## src/rtl/sr_flag_bank.sv

```systemverilog
// rtl/sr_flag_bank.sv - bank of clocked set/reset status flags with sync, edge qualify and IRQ
// Each channel: optional input synchroniser, optional rising-edge qualify, S/R update, change pulses.
module sr_flag_bank #(
   parameter int unsigned         CHANNELS    = 4,
   parameter int unsigned         SYNC_STAGES = 2,
   parameter int unsigned         MODE        = 0,
   parameter int unsigned         EDGE_MODE   = 0,
   parameter logic [CHANNELS-1:0] INIT        = '0,
   localparam int unsigned        CW          = $clog2(CHANNELS + 1)
) (
   input  logic                CLK,
   input  logic                RST,
   input  logic [CHANNELS-1:0] S,
   input  logic [CHANNELS-1:0] R,
   input  logic [CHANNELS-1:0] IRQ_MASK,
   input  logic [CHANNELS-1:0] IRQ_ACK,
   output logic [CHANNELS-1:0] Q,
   output logic [CHANNELS-1:0] Q_RISE,
   output logic [CHANNELS-1:0] Q_FALL,
   output logic [CW-1:0]       CNT,
   output logic [CHANNELS-1:0] PENDING,
   output logic                IRQ
);

   logic [CHANNELS-1:0] s_sync, r_sync;
   logic [CHANNELS-1:0] s_eff, r_eff;
   logic [CHANNELS-1:0] q_q, q_d;
   logic [CHANNELS-1:0] q_prev_q, q_prev_d;
   logic [CHANNELS-1:0] pending_q, pending_d;
   logic [CHANNELS-1:0] q_rise, q_fall;

   generate
      if (SYNC_STAGES == 0) begin : g_no_sync
         assign s_sync = S;
         assign r_sync = R;
      end else begin : g_sync
         logic [CHANNELS-1:0] s_pipe_q [SYNC_STAGES];
         logic [CHANNELS-1:0] s_pipe_d [SYNC_STAGES];
         logic [CHANNELS-1:0] r_pipe_q [SYNC_STAGES];
         logic [CHANNELS-1:0] r_pipe_d [SYNC_STAGES];

         always_comb begin
            s_pipe_d[0] = S;
            r_pipe_d[0] = R;
            for (int i = 1; i < int'(SYNC_STAGES); i++) begin
               s_pipe_d[i] = s_pipe_q[i-1];
               r_pipe_d[i] = r_pipe_q[i-1];
            end
         end

         // Reset flushes the chain so a pulse in flight never lands after release.
         always_ff @(posedge CLK or posedge RST) begin
            if (RST) begin
               for (int i = 0; i < int'(SYNC_STAGES); i++) begin
                  s_pipe_q[i] <= '0;
                  r_pipe_q[i] <= '0;
               end
            end else begin
               s_pipe_q <= s_pipe_d;
               r_pipe_q <= r_pipe_d;
            end
         end

         assign s_sync = s_pipe_q[SYNC_STAGES-1];
         assign r_sync = r_pipe_q[SYNC_STAGES-1];
      end

      if (EDGE_MODE != 0) begin : g_edge
         logic [CHANNELS-1:0] s_last_q, s_last_d;
         logic [CHANNELS-1:0] r_last_q, r_last_d;

         always_comb begin
            s_last_d = s_sync;
            r_last_d = r_sync;
         end

         // Cleared on reset so an input already high at release counts as one edge.
         always_ff @(posedge CLK or posedge RST) begin
            if (RST) begin
               s_last_q <= '0;
               r_last_q <= '0;
            end else begin
               s_last_q <= s_last_d;
               r_last_q <= r_last_d;
            end
         end

         assign s_eff = s_sync & ~s_last_q;
         assign r_eff = r_sync & ~r_last_q;
      end else begin : g_level
         assign s_eff = s_sync;
         assign r_eff = r_sync;
      end
   endgenerate

   assign q_rise = q_q & ~q_prev_q;
   assign q_fall = ~q_q & q_prev_q;

   always_comb begin
      q_d = q_q;
      for (int i = 0; i < int'(CHANNELS); i++) begin
         case ({s_eff[i], r_eff[i]})
            2'b10: q_d[i] = 1'b1;
            2'b01: q_d[i] = 1'b0;
            2'b11: begin
               if (MODE == 0) begin
                  q_d[i] = 1'b0;
               end else if (MODE == 1) begin
                  q_d[i] = 1'b1;
               end else if (MODE == 2) begin
                  q_d[i] = ~q_q[i];
               end
            end
            default: ;
         endcase
      end
      q_prev_d  = q_q;
      // A fresh masked rise beats a same-cycle acknowledge.
      pending_d = (q_rise & IRQ_MASK) | (pending_q & ~IRQ_ACK);
   end

   always_ff @(posedge CLK or posedge RST) begin
      if (RST) begin
         q_q       <= INIT;
         q_prev_q  <= INIT;
         pending_q <= '0;
      end else begin
         q_q       <= q_d;
         q_prev_q  <= q_prev_d;
         pending_q <= pending_d;
      end
   end

   always_comb begin
      CNT = '0;
      for (int i = 0; i < int'(CHANNELS); i++) begin
         CNT = CNT + CW'(q_q[i]);
      end
   end

   assign Q       = q_q;
   assign Q_RISE  = q_rise;
   assign Q_FALL  = q_fall;
   assign PENDING = pending_q;
   assign IRQ     = |pending_q;

endmodule

```

## config.mk

```make
export PLATFORM = sky130hd
export DESIGN_NAME = sr_flag_bank
export DESIGN_NICKNAME = d
export VERILOG_FILES = /design/src/rtl/sr_flag_bank.sv
export SDC_FILE = /design/constraint.sdc
export NUM_CORES = 1
export LEC_CHECK = 0
export CAP_MARGIN = 30
export CORE_MARGIN = 2
export CORE_UTILIZATION = 40
export DETAILED_ROUTE_END_ITERATION = 10
export PLACE_DENSITY_LB_ADDON = 0.2
export SLEW_MARGIN = 20
export SYNTH_ARGS = -nofsm -noshare
export SYNTH_HDL_FRONTEND = slang
export SYNTH_SLANG_ARGS = --single-unit
```

## constraint.sdc

```tcl
create_clock -name CLK -period 2.35 [get_ports CLK]
set_input_delay 0.47 -clock CLK [delete_from_list [all_inputs] [get_ports CLK]]
set_output_delay 0.47 -clock CLK [all_outputs]
set_load 0.02 [all_outputs]
```

==> key figures <==
Status
  – Outcome: complete, no violations

GRT
  – Initial antenna violation count: 0
  – First-pass GRT wire length: 2.43 mm
  – Largest net degree at the start of global routing: 29
  – GRT Overall Usage: 12.6%
  – Vias in the first global route: 559
  – Congestion Overflow GR: 0

Power
  – Total power: 939 uW
  – IR drop worst, VDD: 489 uV
  – PwrDens: 673 nW/um^2
  – Leakage power: 0.000649 uW

Route
  – ANT nets after route: 0
  – WL final: 1.45 mm
  – Wire length per cell: 10.7 um
  – Pre-antenna DRT Iters: 1
  – DRC violations left: 0
  – Total number of vias: 579
  – Vias/cell: 4.29
  – Initial detailed-routing violation count: 0

Timing
  – Worst hold margin: 368 ps
  – Finish-stage setup viols: 0
  – Worst Skew: 4.32 ps
  – Max_slew headroom: 77.8%
  – Final slew viol count: 0
  – Tcrit/Tclk final: 98.8%
  – RSZ-0062 raised after global routing: yes
  – Setup TNS Final: 0 ps
  – Endpoints failing hold: 0
  – Fmax achieved: 431 MHz
  – Worst slew pin tran: 333 ps
  – Final min period: 2320 ps

Synth
  – Synth Area in Compound Gates: 4.00%
  – Synth Area in Adders: 4.97%
  – Synth cell types: 9
  – Post-synthesis xor/xnor area fraction: 0%
  – Syn Area/Cell: 14.6 sq um
  – Synth Register Bits: 28
  – Gate Count Post-Synth: 62
  – Sequential element share of the synthesized area: 77.2%
  – Multiplexer area fraction after synthesis: 0%
  – Net Count, Synth: 83
  – Yosys warns: 0
  – Largest family of logic cells by synthesized area: simple AND/OR/NAND/NOR gates
  – Synthesized area: 907 sq um
  – Simple-gate share of the synthesized area: 9.66%

Floorplanning
  – Die Height: 51.6 um
  – Initial core utilization: 41.8%
  – # IOs: 38
  – Core Area: 2170 sq um
  – Die width: 51.6 um
  – Row count: 17
  – Die area: 2660 sq um

Clock tree
  – CTS max path bufs: 2
  – Reg clk slew, reported paths: 140 ps
  – Num CTS Buffers: 3
  – CTS H-Tree Depth: 1
  – # clock sinks: 28
  – Clock root buffer: clkbuf_4
  – CTS tree: yes
  – Postcts setup bufs: 0
  – Clock Latency Late Sink: 310 ps

Worst setup path
  – Setup crit start kind: flip-flop
  – WP data arrival: 1850 ps
  – Worst setup EP type: output pin
  – CP required: 1880 ps
  – Worst R2R End: PENDING[1]$_DFF_PP0_
  – R2r setup slk: 1350 ps
  – R2R Path Start: Q[1]$_DFFE_PP0P_
  – Reg2Reg Depth: 3
  – Max FO, Critical Path: 2
  – Path type of the worst setup path: reg2out

Cells and area
  – Fin area: 1400 sq um
  – # diodes: 0
  – Layout Utilization: 64.3%
  – Nets: 129
  – P&R area growth vs syn: 53.8%
  – Share of cells above drive strength 1: 15.9%

Place
  – Final Wtd Congestion: 0.650
  – Post-Place Cell Area: 1340 sq um
  – Final HPWL from detailed placement: 1.13 mm
  – Port bufs: 37

Worst hold path
  – Worst hold stages: 0
  – Worst hold start: g_sync.r_pipe_d[2]$_DFF_PP0_
  – HP Class: reg2reg
  – Worst hold endpoint: r_eff[2]$_DFF_PP0_

Run
  – Max Cap Viol: 0
power by group:
part	internal, uW	total (uW)	switching, uW
combinational	103	193	90.3
clock	94.7	221	126
sequential	511	525	14.2
kinds of logic after synthesis:
group,after synthesis
buffers and inverters,10
AND/OR/NAND/NOR,17
AO/OA/AOI/OAI,4
adder cells (fa/ha/maj),3
flip-flops,28
cell type report:
class,instances,area (sq um)
fillers,183,774
flip-flops and latches,28,701
repair buffers,41,392
multi-input cells,24,194
inverters,10,37.5
clock buffers,4,36.3
well taps,28,35.0
sequential cells by signal, indices dropped and copies added, names as in the netlist:
| name | count |
|---|---|
| PENDING | 4 |
| Q | 4 |
| g_sync.r_pipe_d | 4 |
| g_sync.s_pipe_d | 4 |
| q_prev_q | 4 |
| r_eff | 4 |
| s_eff | 4 |
routing by layer:
metal | vias up | wire length, um | global-route usage [%]
met5 | - | 0 | 0
met4 | 0 | 13 | 5.26
met3 | 2 | 140 | 3.16
met2 | 28 | 727 | 22.2
met1 | 269 | 564 | 14.7
li1 | 280 | - | -
synth_stat cells:
library cell	n	area share, %
dfrtp_1	28	77
inv_1	10	4.1
nor2_1	8	3.3
nor2b_1	8	5.5
a22o_1	3	2.9
ha_1	2	2.8
a22o_2	1	1.1
fa_1	1	2.2
or4_1	1	0.83
worst max-delay path, stage by stage (launching register included):
cell     delay [ps]
dfrtp_1         390
inv_1            60
fa_1            520
inv_2            50
ha_4            160
ha_4            260
buf_6           110
worst max path at each step:
stage / to / slack, ps / cells past startpoint / startpoint
floorplan: CNT[1] / 200 / 5 / Q[0]$_DFFE_PP0P_
global placement: CNT[1] / -100 / 6 / Q[0]$_DFFE_PP0P_
detailed placement: CNT[1] / -150 / 6 / Q[0]$_DFFE_PP0P_
CTS: CNT[1] / 10 / 6 / Q[0]$_DFFE_PP0P_
global route: CNT[1] / -50 / 6 / Q[3]$_DFFE_PP0P_
finish: CNT[1] / 30 / 6 / Q[1]$_DFFE_PP0P_
metrics by stage:
step           std cells  setup slack (ps)
3_5_place_dp         131              -152
2_1_floorplan         62               201
6_report             135              27.8
5_1_grt              135             -51.6
3_3_place_gp         131             -96.0
4_1_cts              135              10.1
cells in the final DEF (no fill, tap or decap):
| cell | instances |
|---|---|
| a22o_1 | 3 |
| a22o_2 | 1 |
| buf_2 | 2 |
| buf_4 | 4 |
| buf_6 | 1 |
| clkbuf_4 | 3 |
| clkbuf_8 | 1 |
| clkdlybuf4s50_1 | 34 |
| dfrtp_1 | 28 |
| fa_1 | 1 |
| ha_4 | 2 |
| inv_1 | 7 |
| inv_2 | 3 |
| nor2_1 | 8 |
| nor2b_1 | 8 |
| or4_1 | 1 |
repair_timing:
| action | in CTS | in global routing |
|---|---|---|
| resized for setup | 16 | 4 |
| hold buffers | 0 | 0 |
| pin swaps | 1 | 1 |
| setup endpoints to repair | 3 | 3 |
Note: power is estimated with default switching activity, not from simulation.
